## src/rtl/prod_requant_acc.sv

```systemverilog
// Sign-magnitude product accumulator with saturating sum and round/shift/clamp requantization
// to an 8-bit sign-magnitude result. Define PROD_REQUANT_RELU_EN to zero negative results.
module prod_requant_acc #(
    parameter int unsigned ACC_W = 24,
    parameter int unsigned SHIFT = 7
) (
    input  logic        iClk,
    input  logic        iRst_n,
    input  logic        iValid,
    output logic        oReady,
    input  logic [14:0] iProd,
    input  logic        iLast,
    output logic        oValid,
    input  logic        iReady,
    output logic [7:0]  oNum,
    output logic        oOvf
);

    typedef enum logic [1:0] {StAccum, StRound, StHold} state_e;

    localparam logic signed [ACC_W:0] AccMax  = {2'b00, {(ACC_W-1){1'b1}}};
    localparam logic signed [ACC_W:0] AccMin  = -AccMax;
    localparam logic [ACC_W:0]        RndHalf = (ACC_W+1)'((32'd1 << SHIFT) >> 1);

    state_e             state_q, state_d;
    logic               phase_q, phase_d;
    logic [ACC_W-1:0]   acc_q, acc_d;
    logic               ovf_q, ovf_d;
    logic [ACC_W:0]     rmag_q, rmag_d;
    logic               neg_q, neg_d;
    logic [7:0]         num_q, num_d;
    logic               res_ovf_q, res_ovf_d;

    logic signed [ACC_W:0] beat_s, sum_s, sat_sum, acc_ext;
    logic                  sat_hit;
    logic [ACC_W:0]        abs_acc, shifted;
    logic                  clamp;
    logic [6:0]            mag7;
    logic [7:0]            num_res;

    always_ff @(posedge iClk or negedge iRst_n) begin
        if (!iRst_n) begin
            state_q   <= StAccum;
            phase_q   <= 1'b0;
            acc_q     <= '0;
            ovf_q     <= 1'b0;
            rmag_q    <= '0;
            neg_q     <= 1'b0;
            num_q     <= 8'h00;
            res_ovf_q <= 1'b0;
        end else begin
            state_q   <= state_d;
            phase_q   <= phase_d;
            acc_q     <= acc_d;
            ovf_q     <= ovf_d;
            rmag_q    <= rmag_d;
            neg_q     <= neg_d;
            num_q     <= num_d;
            res_ovf_q <= res_ovf_d;
        end
    end

    // Datapath: saturating add in ACCUM, two-stage round then shift/clamp in ROUND.
    always_comb begin
        beat_s = signed'({{(ACC_W-13){1'b0}}, iProd[13:0]});
        if (iProd[14]) begin
            beat_s = -beat_s;
        end
        sum_s   = signed'({acc_q[ACC_W-1], acc_q}) + beat_s;
        sat_sum = sum_s;
        sat_hit = 1'b0;
        if (sum_s > AccMax) begin
            sat_sum = AccMax;
            sat_hit = 1'b1;
        end else if (sum_s < AccMin) begin
            sat_sum = AccMin;
            sat_hit = 1'b1;
        end

        acc_ext = signed'({acc_q[ACC_W-1], acc_q});
        abs_acc = acc_q[ACC_W-1] ? unsigned'(-acc_ext) : unsigned'(acc_ext);

        shifted = rmag_q >> SHIFT;
        clamp   = shifted > (ACC_W+1)'(127);
        mag7    = clamp ? 7'h7f : shifted[6:0];
`ifdef PROD_REQUANT_RELU_EN
        num_res = neg_q ? 8'h00 : {1'b0, mag7};
`else
        // Zero magnitude never carries the sign: 0x80 is reserved downstream.
        num_res = {neg_q && (mag7 != 7'd0), mag7};
`endif
    end

    always_comb begin
        state_d   = state_q;
        phase_d   = phase_q;
        acc_d     = acc_q;
        ovf_d     = ovf_q;
        rmag_d    = rmag_q;
        neg_d     = neg_q;
        num_d     = num_q;
        res_ovf_d = res_ovf_q;
        unique case (state_q)
            StAccum: begin
                if (iValid) begin
                    acc_d = sat_sum[ACC_W-1:0];
                    ovf_d = ovf_q | sat_hit;
                    if (iLast) begin
                        state_d = StRound;
                        phase_d = 1'b0;
                    end
                end
            end
            StRound: begin
                if (!phase_q) begin
                    rmag_d  = abs_acc + RndHalf;
                    neg_d   = acc_q[ACC_W-1];
                    phase_d = 1'b1;
                end else begin
                    num_d     = num_res;
                    res_ovf_d = ovf_q | clamp;
                    state_d   = StHold;
                end
            end
            StHold: begin
                if (iReady) begin
                    state_d = StAccum;
                    acc_d   = '0;
                    ovf_d   = 1'b0;
                end
            end
            default: state_d = StAccum;
        endcase
    end

    always_comb begin
        oReady = (state_q == StAccum);
        oValid = (state_q == StHold);
        oNum   = num_q;
        oOvf   = res_ovf_q;
    end

endmodule

```

## config.mk

```make
export PLATFORM = sky130hd
export DESIGN_NAME = prod_requant_acc
export DESIGN_NICKNAME = d
export VERILOG_FILES = /design/src/rtl/prod_requant_acc.sv
export SDC_FILE = /design/constraint.sdc
export NUM_CORES = 1
export LEC_CHECK = 0
export ABC_AREA = 1
export CAP_MARGIN = 20
export CORE_ASPECT_RATIO = 1.5
export CORE_UTILIZATION = 60
export DETAILED_ROUTE_END_ITERATION = 7
export PLACE_DENSITY = 0.83
export SKIP_CTS_REPAIR_TIMING = 1
export SYNTH_ARGS = -nofsm -noshare
export SYNTH_HDL_FRONTEND = slang
export SYNTH_SLANG_ARGS = --single-unit
```

## constraint.sdc

```tcl
create_clock -name iClk -period 4.3 [get_ports iClk]
set_clock_uncertainty 0.05 [all_clocks]
set_input_delay 1.075 -clock iClk [delete_from_list [all_inputs] [get_ports iClk]]
set_output_delay 1.075 -clock iClk [all_outputs]
set_load 0.02 [all_outputs]
```

==> qor.yml, run 1 <==
cp_max_fo: 6
async_flop_share: 1.00
initial_utilization: 0.619
dp_cells: 1064
cts_tree: "built"
drive_gt1_frac: 0.271
grt_pass1_vias: 6047
hold_viol_final: 0
syn_nets: 884
clockBufferDepth: 2
instances_no_fill: 1089
min_period_over_period: 0.983
die_y_um: 119
ant_nets: 0
synth_area_per_cell_um2: 6.57
yosysWarnings: 0
antenna_found_initial: 0
vias: 6131
fp.dieW_um: 80.2
synth_cell_types: 50
port_buffers: 30
via_per_inst: 5.63
area_delta_synth_final_pct: 32.8
ys_seq_elements: 56
critPathRequiredTime_ns: 4.44
worstReg2RegStart: "acc_q[0]"
powerDensity_nw_per_um2: 867
h-tree-depth: 2
synthCells: 837
worstSetupEndpointType: "register"
core_um2: 8880
max_freq_mhz: 237
drt-total-wl_um: 17600
antennaDiodeCount: 0
cts_buffers: 5
p_leak_uw: 0.00382
ios: 31
status: "finished clean"
post-place-ws_ns: -0.677
holdPathEnd: "rmag_q[24]"
remaining_drc_errors: 0
grt_max_degree: 54
insertion_delay_ns: 0.31
clock_sinks: 56
fp.dieArea_um2: 9560
irDropWorstVdd_mv: 0.506
ctsRootBufferMaster: "clkbuf_16"
period_minus_slack_ns: 4.23
yosys_most_used_dff: "dfrtp_1"
gp_congestion: 0.925
r2r-end: "acc_q[19]"
hold_start: "rmag_q[24]"
track_usage: 0.363
reg2regPathDepth: 19
dp_hpwl_um: 12900
start_kind: "primary input"
crit_arrival_ns: 4.37
overflow: 0
setup_slack_ns: 0.0739
rrSetupSlack_ns: 1.23
maxCapViolCount: 0
worstSetupPathType: "primary input to register"
final_max_slew_viol_count: 0
rows: 42
drt_iter0_drc: 513
tightestPinTransition_ns: 0.890
setup_viol: 0
avgRoutedWirePerCell_um: 16.1
hold_depth: 2
dpl_cell_area_um2: 6620
synth_area_um2: 5500
final_area_um2: 7300
nNetsFinal: 1025
slew_headroom: 0.404
synth_seq_area_share: 0.255
clk_pin_slew_ns: 0.08
grt_pass1_wl_um: 26900
synth-edff-count: 0
first_pass_iters: 7
hp-class: "register to register"
fin_total_pwr_uw: 6330
sequential cells by signal, indices dropped and copies added, names as in the netlist:
register  cells
acc_q        24
rmag_q       18
oOvf          1
state_q       2
neg_q         1
oNum          8
ovf_q         1
phase_q       1
cell type report:
| class | count | area, um2 |
|---|---|---|
| clock inverters | 2 | 16.3 |
| multi-input cells | 628 | 3800 |
| repair buffers | 147 | 1290 |
| clock buffers | 6 | 129 |
| well taps | 110 | 138 |
| flip-flops and latches | 56 | 1400 |
| inverters | 140 | 526 |
| fillers | 577 | 1580 |
layout by cell type (no fill, tap or decap), drive strengths merged, types with 6 or more instances in the layout:
master,instances
o21ai,47
buf,116
ha,26
nor2,85
clkbuf,9
inv,139
dfrtp,56
o22ai,6
nand3b,8
nand3,62
nor3,14
nand2,279
xnor2,10
clkdlybuf4s50,19
nand4,11
a21oi,21
xor2,29
dlymetal6s2s,9
Yosys cell counts (all sizes together), types with 2 or more instances:
master	instances	area [um2]
xnor2	10	87.6
nand2	279	1110
nand3b	8	60.1
o211ai	4	30.0
o21ai	47	295
o31ai	3	22.5
a21oi	21	113
dfrtp	56	1400
o21bai	5	48.8
or2	3	18.8
ha	26	325
o22ai	6	43.8
buf	7	62.6
mux2i	2	20.0
xor2	29	307
inv	139	522
nand3	62	335
nand4	11	75.1
a2bb2oi	3	26.3
clkbuf	6	22.5
nor2	85	382
nor4	3	25.0
nor3	14	95.1
kinds of logic after synthesis:
kind of cell	Yosys count	share of synthesized area
simple gates	466	0.384
compound gates	94	0.112
mux	2	0.00364
buf+inv	153	0.111
flops	56	0.255
xor+xnor	39	0.0717
fa+ha+maj	27	0.0628
worst max path at each step:
stage,cells after the start,startpoint,slack (ns),to
floorplan,23,iProd[1],0.33,acc_q[22]
global placement,24,iProd[0],-0.66,acc_q[19]
detailed placement,26,iProd[2],-0.68,acc_q[5]
CTS,26,iProd[2],-0.39,acc_q[5]
global route,28,iProd[1],-0.16,ovf_q
finish,26,iProd[1],0.07,ovf_q
report_power, final:
part	internal, uW	switching [uW]	total (uW)
Sequential	783	259	1040
Clock	218	198	415
Combinational	2040	2840	4880
metal layers:
| metal | vias to the layer above | GRT usage | part of all wire |
|---|---|---|---|
| li1 | 2919 | - | - |
| met1 | 2845 | 0.363 | 0.36 |
| met2 | 266 | 0.666 | 0.52 |
| met3 | 101 | 0.0575 | 0.043 |
| met4 | 0 | 0.243 | 0.070 |
| met5 | - | 0 | 0 |
metrics by stage:
step | hold slack [ns] | setup TNS, ns | util
6_report | 0.419 | 0 | 0.822
5_1_grt | 0.451 | -1.64 | 0.822
4_1_cts | 0.420 | -7.95 | 0.762
3_5_place_dp | 0.403 | -15.17 | 0.746
3_3_place_gp | 0.402 | -15.13 | 0.746
2_1_floorplan | 0.387 | 0 | -
critical path, cell delays in order:
cell and delay, ns:
dlymetal6s2s_1 0.13, inv_2 0.10, ha_4 0.16, nand3_4 0.08, nor2_4 0.12, nand2_2 0.09, buf_6 0.13, o21ai_4 0.22
xnor2_1 0.12, ha_1 0.33, nand2_1 0.07, buf_4 0.14, nor2_2 0.14, nand3_2 0.12, nand3_4 0.14, nand2_4 0.07
nand2_2 0.09, nand4_1 0.11, nand2_2 0.15, xor2_4 0.20, nand2_2 0.09, nand2_4 0.12, buf_6 0.13, nand3_1 0.07
nand3_1 0.08, nand2_1 0.09
No activity file was read; power rests on OpenSTA's default activity.
==> run 2: changes to the inputs <==
Settings changed: CORE_UTILIZATION 60 to 55, PLACE_DENSITY 0.83 to 0.77, SLEW_MARGIN set to 20.
==> run 2 against run 1 <==
  * Critical path depth fell by 1
  * Highest routed layer unchanged
  * Clock-buffer cell count fell by 1
  * Critical endpoint is now acc_q[10]
  * Global-route usage fell by 6.5 points
  * Worst hold slack better by 0.0087 ns
  * Wire length is 7.6% lower
  * Power grew 0.63%
  * Largest cell class unchanged
  * Via count down 5.9%
  * Cell count is essentially flat
==> qor.yml, run 2 (same netlist as run 1, synthesis figures left out) <==
ctsRootBufferMaster: "clkbuf_16"
track_usage: 0.298
slowest_delay_ns: 0.40
first_pass_iters: 6
status: "finished clean"
largest-register: "acc_q"
antennaDiodeCount: 0
period_minus_slack_ns: 4.24
drt_iter0_drc: 260
fp.dieArea_um2: 10400
fp.dieW_um: 83.7
crit_top_cell: "nand2_4"
critical-path-top-delay-family: "simple AND/OR/NAND/NOR gates"
start_kind: "primary input"
nFillCells: 735
tightestPinTransition_ns: 0.836
h-tree-depth: 2
via_per_inst: 5.29
area_delta_synth_final_pct: 34.4
max_freq_mhz: 236
ios: 31
clk_pin_slew_ns: 0.07
p_leak_uw: 0.00384
hp-class: "register to register"
gp_congestion: 0.964
avgRoutedWirePerCell_um: 14.9
setup_viol: 0
irDropWorstVdd_mv: 0.554
clockBufferDepth: 2
grt_max_degree: 54
core_um2: 9690
clock_sinks: 56
min_period_over_period: 0.986
drive_gt1_frac: 0.290
hold_viol_final: 0
path_buf_inv: 6
worstSetupEndpointType: "register"
crit_arrival_ns: 4.42
topRoutingLayerUsed: "met4"
insertion_delay_ns: 0.30
grt_pass1_wl_um: 25000
final_max_slew_viol_count: 0
drt-total-wl_um: 16200
routedLengthMet1_um: 5930
cts_tree: "built"
fin_total_pwr_uw: 6370
nNetsFinal: 1021
initial_utilization: 0.568
powerDensity_nw_per_um2: 862
port_buffers: 30
cp_max_fo: 5
wl_met2_um: 9150
critPathRequiredTime_ns: 4.48
rows: 44
overflow: 0
largest_reg_flops: 24
die_y_um: 124
remaining_drc_errors: 0
slowest_stage: "ha_1"
worstSetupPathType: "primary input to register"
antenna_found_initial: 0
slew_headroom: 0.442
maxCapViolCount: 0
vias: 5770
routed-wl-met3_um: 340
grt_pass1_vias: 5679
cts_buffers: 5
layout_common_cells: "nand2_1, inv_1, buf_4"
dp_hpwl_um: 12600
tns_ns: 0
ant_nets: 0
layout_commonest_cell: "nand2_1"
[run 2: worst min-delay path: cells and delay by family, from the launching register on]
kind                   cells  cell delay, ns
buffers and inverters      1            0.04
flip-flops                 1            0.35
AND/OR/NAND/NOR            1            0.06
[run 2: routing by layer]
layer,global-route usage,vias to the layer above
met2,0.608,139
met4,0.136,0
met3,0.0179,54
met1,0.296,2664
li1,-,2913
met5,0,-
[run 2: worst paths after layout]
path | cells past startpoint | end | slack, ns | startpoint
worst max-delay path | 25 | acc_q[10] | 0.06 | iProd[1]
worst min-delay path | 2 | rmag_q[24] | 0.43 | rmag_q[24]
worst max register to register | 19 | acc_q[10] | 1.29 | acc_q[0]
worst min register to register | 2 | rmag_q[24] | 0.43 | rmag_q[24]
max in group asynchronous | 2 | acc_q[23] | 2.92 | iRst_n
min in group asynchronous | 1 | rmag_q[10] | 0.74 | iRst_n
[run 2: area by class of cell]
type,instances,area (um2),share of cell area
Multi-Input combinational cell,628,3930,0.532
Sequential cell,56,1400,0.190
Timing Repair Buffer,143,1240,0.168
Inverter,140,526,0.0711
Tap cell,115,144,0.0195
Clock buffer,5,125,0.0169
Clock inverter,3,25.0,0.00338
[run 2: stage by stage]
step           worst slack (ns)   util  cells  hold WS [ns]  area (um2)
2_1_floorplan             0.327      -    837         0.387        5500
5_1_grt                  -0.103  0.763   1090         0.461        7390
4_1_cts                  -0.449  0.699   1076         0.429        6770
3_5_place_dp             -0.746  0.683   1068         0.412        6620
6_report                 0.0601  0.763   1090         0.428        7390
3_3_place_gp             -0.658  0.683   1068         0.402        6620
[run 2: report_power, final]
part           internal (uW)  switching (uW)  total [uW]
sequential               783             250        1030
clock                    220             198         419
combinational           2110            2820        4920
total                   3110            3260        6370
==> run 3: changes to the inputs <==
Settings changed: GPL_TIMING_DRIVEN set to 0.
==> run 3 against run 2 <==
  * Register-to-register slack worse by 0.12 ns
  * Worst hold slack worse by 0.00057 ns
  * Cell area is 9.4% lower
  * Sequential share of layout area is 2.0 points higher
  * Critical path depth stayed put
  * Power is 12% lower
  * Sequential power hardly changed
  * Die area stayed put
  * Via count is 3.8% lower
  * Combinational power is 16% lower
  * First-iteration DRC count is 1.5% higher
  * Largest cell class unchanged
==> qor.yml, run 3 (same netlist as run 1, synthesis figures left out) <==
crit_arrival_ns: 4.31
grt-busiest-layer: "met2"
final_max_slew_viol_count: 0
grt_pass1_vias: 5243
setup_viol: 0
port_buffers: 30
largest-register: "acc_q"
area_delta_synth_final_pct: 21.8
status: "finished clean"
ios: 31
max_freq_mhz: 239
powerDensity_nw_per_um2: 835
layout_commonest_cell: "nand2_1"
grt_pass1_wl_um: 23400
cts_tree: "built"
critPathRequiredTime_ns: 4.43
tightestPinTransition_ns: 0.726
fp.dieW_um: 83.7
clock_sinks: 56
overflow: 0
gp_congestion: 0.916
use_met3: 0.0192
fp.dieArea_um2: 10400
first_pass_iters: 6
core_um2: 9690
h-tree-depth: 2
worstSetupPathType: "primary input to register"
slew_headroom: 0.516
grt_max_degree: 57
met2_usage: 0.538
p_leak_uw: 0.00341
clockBufferDepth: 2
drive_gt1_frac: 0.211
via_per_inst: 5.47
die_y_um: 124
drt_iter0_drc: 264
largest_reg_flops: 24
remaining_drc_errors: 0
antennaDiodeCount: 0
hold_slack_ns: 0.427
tns_ns: 0
worstSetupEndpointType: "register"
drt-total-wl_um: 14700
dp_hpwl_um: 11700
cts_buffers: 5
period_minus_slack_ns: 4.19
layout_common_cells: "nand2_1, inv_1, nor2_1"
avgRoutedWirePerCell_um: 14.5
clk_pin_slew_ns: 0.07
hold_viol_final: 0
ctsRootBufferMaster: "clkbuf_16"
irDropWorstVdd_mv: 0.561
maxCapViolCount: 0
hp-class: "register to register"
nNetsFinal: 947
track_usage: 0.278
antenna_found_initial: 0
met1_usage: 0.288
insertion_delay_ns: 0.30
vias: 5553
start_kind: "primary input"
initial_utilization: 0.568
min_period_over_period: 0.974
rows: 44
ant_nets: 0
cp_max_fo: 6
[run 3: cell types whose count changed in the layout (fill, tap and decap cells not counted), moves of 3 or more]
| cell | previous run | this run |
|---|---|---|
| nor2_1 | 63 | 59 |
| nand2_1 | 234 | 238 |
| nand2_2 | 38 | 34 |
| clkbuf_1 | 0 | 4 |
| buf_6 | 9 | 4 |
| buf_4 | 101 | 25 |
| ha_1 | 22 | 19 |
| nor2_2 | 13 | 16 |
| o21ai_0 | 12 | 19 |
| buf_2 | 0 | 4 |
| o21ai_2 | 19 | 10 |
[run 3: power by group]
| group | switching (uW) | total [uW] | internal (uW) |
|---|---|---|---|
| clock network | 195 | 415 | 220 |
| registers | 243 | 1030 | 783 |
| logic | 2560 | 4150 | 1590 |
[run 3: stage by stage]
step           power [uW]  setup WS, ns  instance area [um2]   util  std cells
3_3_place_gp         4490        -0.853                 5940  0.614        982
4_1_cts              5040        -0.588                 6090  0.629        990
2_1_floorplan        3750         0.327                 5500      -        837
3_5_place_dp         4600        -0.901                 5940  0.613        982
6_report             5590         0.113                 6700  0.691       1016
5_1_grt              6080       -0.0708                 6700  0.691       1016
[run 3: layout make-up]
cell class / instances / area (um2)
sequential: 56 / 1400
buffer: 13 / 96.3
inverter: 140 / 528
timing repair buffer: 56 / 529
tap: 115 / 144
clock inverter: 3 / 25.0
multi-input combinational: 628 / 3850
clock buffer: 5 / 125
fill: 811 / 2990
[run 3: worst paths after layout]
kind	startpoint	endpoint	slack, ns	cells past startpoint
max	iProd[1]	acc_q[1]	0.11	25
min	rmag_q[24]	rmag_q[24]	0.43	2
max reg2reg	acc_q[0]	acc_q[1]	1.17	20
min reg2reg	rmag_q[24]	rmag_q[24]	0.43	2
max in group asynchronous	iRst_n	rmag_q[19]	2.97	1
min in group asynchronous	iRst_n	oNum[3]	0.76	1
[run 3: per-layer routing]
| metal | up-vias | part of all wire |
|---|---|---|
| met5 | - | 0 |
| met4 | 0 | 0.070 |
| met3 | 62 | 0.035 |
| met2 | 170 | 0.53 |
| met1 | 2558 | 0.37 |
| li1 | 2763 | - |
[run 3: critical path, stage by stage]
cell            delay, ns
dlymetal6s2s_1       0.13
inv_2                0.11
ha_4                 0.17
nand3_4              0.09
nor2_4               0.14
nand2_4              0.08
o41ai_4              0.30
xnor2_1              0.14
ha_2                 0.42
nand2_4              0.09
inv_4                0.07
nand2_4              0.06
nor3_4               0.24
nand2_2              0.10
nand3_2              0.07
nand2_2              0.07
nor2_2               0.12
nand3_2              0.07
nor2_2               0.12
nand3_1              0.10
nand2_2              0.12
nand2_4              0.11
nand2_8              0.13
buf_12               0.14
o22ai_2              0.06
==> RTL edit (config.mk and constraints of run 3) <==
Encoding of `state_e`: now one-hot (3 bits for 3 states).
--- a/src/rtl/prod_requant_acc.sv
+++ b/src/rtl/prod_requant_acc.sv
@@ -16,7 +16,7 @@
     output logic        oOvf
 );
 
-    typedef enum logic [1:0] {StAccum, StRound, StHold} state_e;
+    typedef enum logic [2:0] {StAccum = 3'b001, StRound = 3'b010, StHold = 3'b100} state_e;
 
     localparam logic signed [ACC_W:0] AccMax  = {2'b00, {(ACC_W-1){1'b1}}};
     localparam logic signed [ACC_W:0] AccMin  = -AccMax;
Behaviour: no difference found for any inputs over 4 cycles, from zero or initial values and one cycle with iRst_n low; so few cycles prove little.
==> RTL edit against run 3 <==
The run now ends with design-rule violations, negative setup slack left. Count of clock-buffer cells in the layout rose by 5. Final cell count increased by 9.3%. Sequential cell count grew 1. Clock power is 85% higher. Maximum frequency fell by 4.5%. Area after synthesis up 2.8%. Design area increased by 4.1%. Setup slack got worse by 0.20 ns. Wire length is 5.6% higher. Power rose by 13%. Critical path type unchanged.
==> RTL edit: results (changes against run 3) <==
\begin{tabular}{lr}
\hline
Metric & Value \\
\hline
\multicolumn{2}{l}{\textbf{Outcome}} \\
\quad Result of the run & finished with violations \\
\quad Violations in the final reports & design-rule violations, negative setup slack \\
\multicolumn{2}{l}{\textbf{Clock tree}} \\
\quad Level count of the clock H-tree & 3 (+1) \\
\multicolumn{2}{l}{\textbf{Timing}} \\
\quad Setup slack after layout & -0.0824 ns (-0.195 ns) \\
\quad Final setup viols & 23 (+23) \\
\quad Worst max-slew margin expressed relative to the limit & 54.7\% (+3.1 points) \\
\multicolumn{2}{l}{\textbf{Setup path}} \\
\quad Arrival time worst endpoint & 4.55 ns (+0.24 ns) \\
\quad Worst setup slack for register-to-register paths & 1.30 ns (+0.13 ns) \\
\quad Worst reg2reg path endpoint & acc\_q[6] \\
\quad Critical Path Fanout Max & 9 (+3) \\
\multicolumn{2}{l}{\textbf{Layout}} \\
\quad Final standard cell count with taps included and fillers excluded & 1,110 (+9.3\%) \\
\multicolumn{2}{l}{\textbf{Power and ir drop}} \\
\quad Leak Pwr & 3.77 nW (+10\%) \\
\quad Switching power of the nets & 3.31 mW (+10\%) \\
\quad Clock network power consumption & 0.766 mW (+85\%) \\
\quad Worst-case vdd ir drop & 0.408 mV (-27\%) \\
\multicolumn{2}{l}{\textbf{Global route}} \\
\quad Maximum number of pins on one net before global-route repair & 58 (+1.8\%) \\
\quad Wire length of the first global-routing pass & 24,700 um (+5.5\%) \\
\multicolumn{2}{l}{\textbf{Route}} \\
\quad WL met3 & 474 um (-7.6\%) \\
\quad Count of unresolved DRC violations after routing & 3 (+3) \\
\multicolumn{2}{l}{\textbf{Hold path}} \\
\quad Hold path startpoint & rmag\_q[18] \\
\multicolumn{2}{l}{\textbf{Placement}} \\
\quad Number of I/O port buffers & 29 (-3.3\%) \\
\multicolumn{2}{l}{\textbf{Yosys}} \\
\quad Sequential element share of the synthesized area & 25.2\% (-0.23 points) \\
\quad Total nets after synthesis & 976 (+10\%) \\
\quad Top area cells in the synthesized netlist & sky130\_fd\_sc\_hd\_\_dfrtp\_1, sky130\_fd\_sc\_hd\_\_nand2\_1, sky130\_fd\_sc\_hd\_\_inv\_1 \\
\quad Post-synthesis adder-cell area fraction & 6.11\% (-0.17 points) \\
\hline
\end{tabular}
-- RTL edit: cell count changes after synthesis, moves of 4 or more --
cell | before | now
sky130_fd_sc_hd__a21oi_1 | 19 | 23
sky130_fd_sc_hd__a31oi_1 | 1 | 5
sky130_fd_sc_hd__inv_1 | 131 | 145
sky130_fd_sc_hd__nand2_1 | 258 | 361
sky130_fd_sc_hd__nand3_1 | 57 | 53
sky130_fd_sc_hd__nand4_1 | 10 | 17
sky130_fd_sc_hd__nor2_1 | 70 | 79
sky130_fd_sc_hd__nor2_4 | 5 | 1
sky130_fd_sc_hd__o21ai_1 | 13 | 8
sky130_fd_sc_hd__o21ai_2 | 10 | 3
sky130_fd_sc_hd__xor2_1 | 22 | 16
-- RTL edit: final cells by class --
type / instances / share of cell area, %
clock inverters: 6 / 1.31
repair buffers: 48 / 6.82
multi-input cells: 705 / 56.4
plain buffers: 16 / 1.33
inverters: 151 / 8.13
well taps: 117 / 2.10
clock buffers: 10 / 3.43
flip-flops and latches: 57 / 20.5
